### config.mk
export PLATFORM = sky130hd
export DESIGN_NAME = pwm_compare_bank
export DESIGN_NICKNAME = d
export VERILOG_FILES = /design/src/rtl/pwm_pkg.sv /design/src/rtl/pwm_channel.sv /design/src/rtl/pwm_compare_bank.sv
export SDC_FILE = /design/constraint.sdc
export NUM_CORES = 1
export LEC_CHECK = 0
export BUFFER_PORTS_ARGS = -buffer_cell sky130_fd_sc_hd__buf_2
export CORE_UTILIZATION = 39
export CTS_CLUSTER_SIZE = 25
export DETAILED_ROUTE_END_ITERATION = 10
export GPL_TIMING_DRIVEN = 0
export SLEW_MARGIN = 20
export SYNTH_ARGS = -nofsm -noshare
export SYNTH_HDL_FRONTEND = slang
export SYNTH_HIERARCHICAL = 1
export SYNTH_SLANG_ARGS = --single-unit
### constraint.sdc
create_clock -name clk -period 3.1 [get_ports clk]
set_clock_uncertainty 0.1 [all_clocks]
set_input_delay 0.31 -clock clk [delete_from_list [all_inputs] [get_ports clk]]
set_output_delay 0.31 -clock clk [all_outputs]
set_load 0.02 [all_outputs]
### src/rtl/pwm_pkg.sv
// pwm_pkg: shared defaults, channel-index width helper and duty word type for the PWM compare bank.
package pwm_pkg;
  localparam int DEF_WIDTH = 8;
  localparam int DEF_CHANNELS = 4;
  typedef logic [DEF_WIDTH-1:0] duty_t;
  function automatic int clog2_min1(input int n);
    return (n < 2) ? 1 : $clog2(n);
  endfunction
endpackage

### src/rtl/pwm_channel.sv
// pwm_channel: double-buffered duty register with registered compare output for one PWM channel.
module pwm_channel import pwm_pkg::*; #(
  parameter int WIDTH = DEF_WIDTH
) (
  input  logic             clk,
  input  logic             rst,
  input  logic             en,
  input  logic             wrap,
  input  logic             wr_hit,
  input  logic [WIDTH-1:0] wr_duty,
  input  logic [WIDTH-1:0] cnt,
  output logic             pwm
);
  logic [WIDTH-1:0] pending, duty_act;
  logic             flag;
  // wr_hit never coincides with wrap because the write port is closed in the wrap cycle
  always_ff @(posedge clk or posedge rst) begin
    if (rst) begin
      pending  <= '0;
      flag     <= 1'b0;
      duty_act <= '0;
      pwm      <= 1'b0;
    end else begin
      if (wr_hit) pending <= wr_duty;
      flag <= wr_hit ? 1'b1 : (wrap ? 1'b0 : flag);
      if (wrap && flag) duty_act <= pending;
      if (en) pwm <= cnt < duty_act;
    end
  end
endmodule

### src/rtl/pwm_compare_bank.sv
// pwm_compare_bank: shared period counter driving CHANNELS double-buffered PWM comparators.
// Define PWM_CENTER_ALIGNED_EN for an up/down (center-aligned) counter instead of the edge-aligned one.
module pwm_compare_bank import pwm_pkg::*; #(
  parameter int WIDTH    = DEF_WIDTH,
  parameter int CHANNELS = DEF_CHANNELS,
  parameter int CH_W     = clog2_min1(CHANNELS)
) (
  input  logic                clk,
  input  logic                rst,
  input  logic                en,
  input  logic [WIDTH-1:0]    period,
  input  logic                wr_valid,
  output logic                wr_ready,
  input  logic [CH_W-1:0]     wr_ch,
  input  logic [WIDTH-1:0]    wr_duty,
  output logic [CHANNELS-1:0] pwm_out,
  output logic [WIDTH-1:0]    cnt,
  output logic                period_tick
);
  logic [WIDTH-1:0]    per_act;
  logic                wrap;
  logic [CHANNELS-1:0] wr_hit;
`ifdef PWM_CENTER_ALIGNED_EN
  logic down;
  // wrap whenever the next counter value is 0, including the short turnaround at per_act=1
  assign wrap = en && (per_act == '0 || (cnt == WIDTH'(1) && (down || per_act == WIDTH'(1))));
  always_ff @(posedge clk or posedge rst) begin
    if (rst) begin
      cnt  <= '0;
      down <= 1'b0;
    end else if (wrap) begin
      cnt  <= '0;
      down <= 1'b0;
    end else if (en) begin
      if (!down && cnt == per_act) down <= 1'b1;
      cnt <= (down || cnt == per_act) ? cnt - WIDTH'(1) : cnt + WIDTH'(1);
    end
  end
`else
  assign wrap = en && cnt == per_act;
  always_ff @(posedge clk or posedge rst) begin
    if (rst) cnt <= '0;
    else if (en) cnt <= wrap ? '0 : cnt + WIDTH'(1);
  end
`endif
  assign wr_ready = !wrap;
  always_ff @(posedge clk or posedge rst) begin
    if (rst) begin
      per_act     <= '0;
      period_tick <= 1'b0;
    end else begin
      period_tick <= wrap;
      if (wrap) per_act <= period;
    end
  end
  for (genvar g = 0; g < CHANNELS; g++) begin : g_ch
    assign wr_hit[g] = wr_valid && wr_ready && wr_ch == CH_W'(g);
    pwm_channel #(.WIDTH(WIDTH)) u_ch (
      .clk     (clk),
      .rst     (rst),
      .en      (en),
      .wrap    (wrap),
      .wr_hit  (wr_hit[g]),
      .wr_duty (wr_duty),
      .cnt     (cnt),
      .pwm     (pwm_out[g])
    );
  end
endmodule

; ---- After elaboration in Yosys (flattened, before gate mapping)
; Index checks and enable logic that the tools add are counted.
[totals]
reg_bits = 89
rom_bits = 0
wordCells = 50
mem_count = 0
input_bits = 22
latch_bits = 0
ram_bits = 0
[op_classes]
div_mod_pow = 0
mux = 6
n_lt_le_gt_ge = 4
n_eq_ne = 4
n_bitwise = 0
n_reduce_logical = 16
shift = 0
addsub = 1
multipliers = 0
[op_table]
columns = operator, n
row1 = $lt 8x8->1, 4
row2 = $logic_and 1x1->1, 10
row3 = $add 8x1->8 const B, 1
row4 = $eq 8x8->1, 1
row5 = $mux 8, 1
row6 = $reduce_bool 2->1, 4
row7 = $mux 1, 5
row8 = $eq 2x2->1 const B, 2
row9 = $eq 2x1->1 const B, 1
row10 = $logic_not 2->1, 1
row11 = $logic_not 1->1, 1

; ---- Depth between registers and ports, before layout
[logic_depth]
ltp_word = 6
mapped_depth = 7
depth_no_buf = 6

; ---- By module
; The synthesis kept the hierarchy.
[by_module_without_submodules]
columns = mod, instances, area_per_inst_um2, cells_per_inst
row1 = pwm_channel, 4, 867.1, 64
row2 = pwm_compare_bank, 1, 853.3, 75

; ---- Worst setup path before layout
; OpenSTA, ideal clock, no wires.
[synth_path]
path_kind = register -> register
startpoint = register cnt[3]
endpoint = register g_ch[0].u_ch.duty_act[0]
t_arrival_ns = 2.406
setup_slack_ns = 0.469
required_time_ns = 2.875
setup_time_ns = 0.125
synth_period_minus_slack_ns = 2.631
path_stages_with_launch = 6
cell_sequence = dfrtp_1 xnor2_1 nand3_1 nor3_1 nand2_1 mux2_2
[synth_between]
elab_chain_cells = 3
[synth_lines]
columns = element, line
row1 = from (decl), pwm_compare_bank.sv:17  ; output logic [WIDTH-1:0] cnt,
row2 = from (signal assigned), pwm_compare_bank.sv:43  ; else if (en) cnt <= wrap ? '0 : cnt + WIDTH'(1);
row3 = $eq 8x8->1, pwm_compare_bank.sv:40  ; assign wrap = en && cnt == per_act;
row4 = $logic_and 1x1->1, pwm_compare_bank.sv:40
row5 = net wrap, pwm_compare_bank.sv:21  ; logic wrap;
row6 = $logic_and 1x1->1, pwm_channel.sv:26  ; if (wrap && flag) duty_act <= pending;
row7 = to (signal assigned), pwm_channel.sv:26
row8 = to (decl), pwm_channel.sv:14  ; logic [WIDTH-1:0] pending, duty_act;
; The timed path passes the listed nets, and every way through them passes these cells.
; A chain may end at the register's enable or synchronous reset.

; ---- Worst setup path after layout
[layout_path]
startpoint = register cnt[3]
endpoint = register g_ch[0].u_ch.duty_act[1]
; The elaborated chain is that of the path after synthesis.

==> out/results.txt <==
TritonCTS clock tree: built
Seq/Total Area, Yosys: 0.515
Net Count, Synth: 382
via count: 2588
Fin Setup TNS: 0 ps
Worst-path clk slew: 90 ps
min Tclk post-route: 2720 ps
number of placement rows: 38
initial core utilization: 0.399
clock tree sinks: 89
die area: 11500 um2
Vias/cell: 4.94
Critical Path AT: 2860 ps
most common cell after layout, fill and taps aside: dfrtp_1
P_leak: 2.27 nW
HP Class: input pin to register
fraction of layout cells with a size suffix above 1: 0.297
synth unique cells: 32
required time of the worst setup path: 3230 ps
CP Max Fanout: 11
area grow syn2layout: 13.4%
Slew Limit Fails: 0
clock buffer count from CTS: 9
maximum clock path buffer count: 2
largest net degree at the start of global routing: 19
final hold violations: 0
Routed WL: 8.56 mm
grt ovf: 0
Post-DRT Antenna Nets: 0
die width: 107 um
diode count: 0
PwrDens: 881 nW/um2
Tcrit/Tclk final: 0.879
Initial DRT Pass Iterations: 4
cells after synthesis: 331
initial antenna violation count: 0
vias in the first global route: 2741
global-route wire length before repair: 14.2 mm
commonest non-fill, non-tap cells in the layout: 89 x dfrtp_1, 46 x mux2_2, 43 x inv_1
Iter 0 DRT Violations: 71
post_cts resized: 0
post-CTS setup repair buffer count: 0
Synth Cell Area: 4320 um2
Final setup viols: 0
Placement Cell Area: 4680 um2
Final nets: 430
VDD IR max: 345 uV
Ys Warns: 6
Die Height: 107 um
clk_lat worst skew: 350 ps
core box area: 10800 um2
total power: 4.32 mW
sequential cell area: 2230 um2
GP Congestion: 0.768
CP Capture Type: register
fin area: 4900 um2
hpwl dp: 6.22 mm
Synth Area per Inst: 13.1 um2
root buffer cell: clkbuf_8
#FFs+latches synth: 89
Fill cells: 1013
footprint of the multi-input gates: 1900 um2
IO Pins: 36
status: completed
hold slack: 83.7 ps
Achievable Freq: 367 MHz
drt wl/cell: 16.3 um
WS Path Type: register to register
CP startpoint kind: register
RSZ-0062 raised after global routing: false
Setup WS pre-CTS: 347 ps
Max-cap violations: 0
DRC viols: 0
Tot GR Track Use: 0.169
Worst Tran Pin Value: 698 ps
fin worst setup slack: 375 ps
slew margin rel.: 0.534
Port Buffer Count: 35
CTS H-tree depth: 3
-- timing repair --
item	in CTS	in global routing
setup endpoints to repair	0	0
hold buffers	1	0
endpoints found under the hold margin	9	0
-- cells in the mapped netlist --
| cell | instances | share of area |
|---|---|---|
| o21ai_1 | 4 | 0.0046 |
| a2111oi_4 | 4 | 0.025 |
| a21boi_0 | 4 | 0.0069 |
| buf_6 | 1 | 0.0026 |
| nand2b_1 | 6 | 0.0087 |
| ha_1 | 29 | 0.084 |
| nand4_1 | 5 | 0.0072 |
| dfrtp_1 | 89 | 0.52 |
| mux2_2 | 46 | 0.12 |
| buf_2 | 5 | 0.0058 |
| nor4b_1 | 1 | 0.0020 |
| inv_1 | 43 | 0.037 |
| mux2_4 | 2 | 0.0069 |
| o2111ai_1 | 4 | 0.0081 |
| o21ai_0 | 1 | 0.0012 |
| o21a_1 | 4 | 0.0069 |
| a21oi_1 | 4 | 0.0046 |
| mux2_1 | 24 | 0.063 |
| nor2_1 | 8 | 0.0069 |
| nand2_1 | 9 | 0.0078 |
| nand3_1 | 1 | 0.0012 |
| and3_1 | 1 | 0.0014 |
| xor2_1 | 4 | 0.0081 |
| nor4bb_1 | 1 | 0.0023 |
| nor3b_1 | 1 | 0.0017 |
| nor3_4 | 1 | 0.0038 |
| a31oi_1 | 4 | 0.0058 |
| o22ai_1 | 1 | 0.0014 |
| xnor2_1 | 10 | 0.020 |
| a21o_1 | 8 | 0.014 |
| nand2b_4 | 4 | 0.013 |
| nor3_1 | 2 | 0.0023 |
-- cells by family after synthesis --
| kind of cell | share of synthesized area |
|---|---|
| DFF | 0.515 |
| muxes | 0.189 |
| buffers and inverters | 0.0457 |
| and+or+nand+nor | 0.0582 |
| AOI/OAI and AO/OA | 0.0790 |
| adders and majority gates | 0.0840 |
| xor gates and xnor gates | 0.0284 |
-- critical path: stages (launching register included) --
cell and delay [ps]:
dfrtp_1 690, xnor2_1 180, nand3_1 170, nor3_2 550
buf_4 290, nand2_1 260, mux2_2 360
-- sequential cells by signal, indices dropped and copies added, names as in the netlist --
name	flops
g_ch.u_ch/flag	4
period_tick	1
g_ch.u_ch/pwm	4
per_act	8
g_ch.u_ch/pending	32
g_ch.u_ch/duty_act	32
cnt	8
-- layer usage --
layer | vias to the layer above | share of wire | track usage
li1 | 1235 | - | -
met1 | 1296 | 0.48 | 0.221
met2 | 46 | 0.47 | 0.272
met3 | 11 | 0.032 | 0.0375
met4 | 0 | 0.017 | 0.0626
met5 | - | 0 | 0
-- report_power, final --
group / leakage [nW] / internal (mW) / total (mW) / switching [mW]
clock network: 0.107 / 0.439 / 0.826 / 0.387
registers: 1.10 / 1.57 / 1.93 / 0.359
logic: 1.06 / 0.843 / 1.57 / 0.722
total: 2.27 / 2.85 / 4.32 / 1.47
-- stage by stage --
stage	utilization	std cells
6_report	0.452	524
5_1_grt	0.452	524
4_1_cts	0.452	524
3_5_place_dp	0.432	507
3_3_place_gp	0.431	506
2_1_floorplan	-	331
-- final timing paths --
check                                        from                  endpoint  slack, ps  depth (start not counted)
worst min register to register  g_ch[0].u_ch/flag         g_ch[0].u_ch/flag        380                          1
worst min-delay path                    period[1]                per_act[1]         80                          2
max in group asynchronous                     rst   g_ch[0].u_ch/pending[4]       1880                          3
worst max-delay path                       cnt[3]  g_ch[0].u_ch/duty_act[1]        380                          6
min in group asynchronous                     rst                per_act[4]        540                          3
worst max register to register             cnt[3]  g_ch[0].u_ch/duty_act[1]        380                          6
-- area by class of cell --
class	count	area share
Buffer	6	0.00740
Clock buffer	14	0.0352
Clock inverter	2	0.00715
Inverter	43	0.0329
Multi-Input combinational cell	193	0.388
Sequential cell	89	0.454
Tap cell	140	0.0357
Timing Repair Buffer	37	0.0393
No activity file was read; power rests on OpenSTA's default activity.
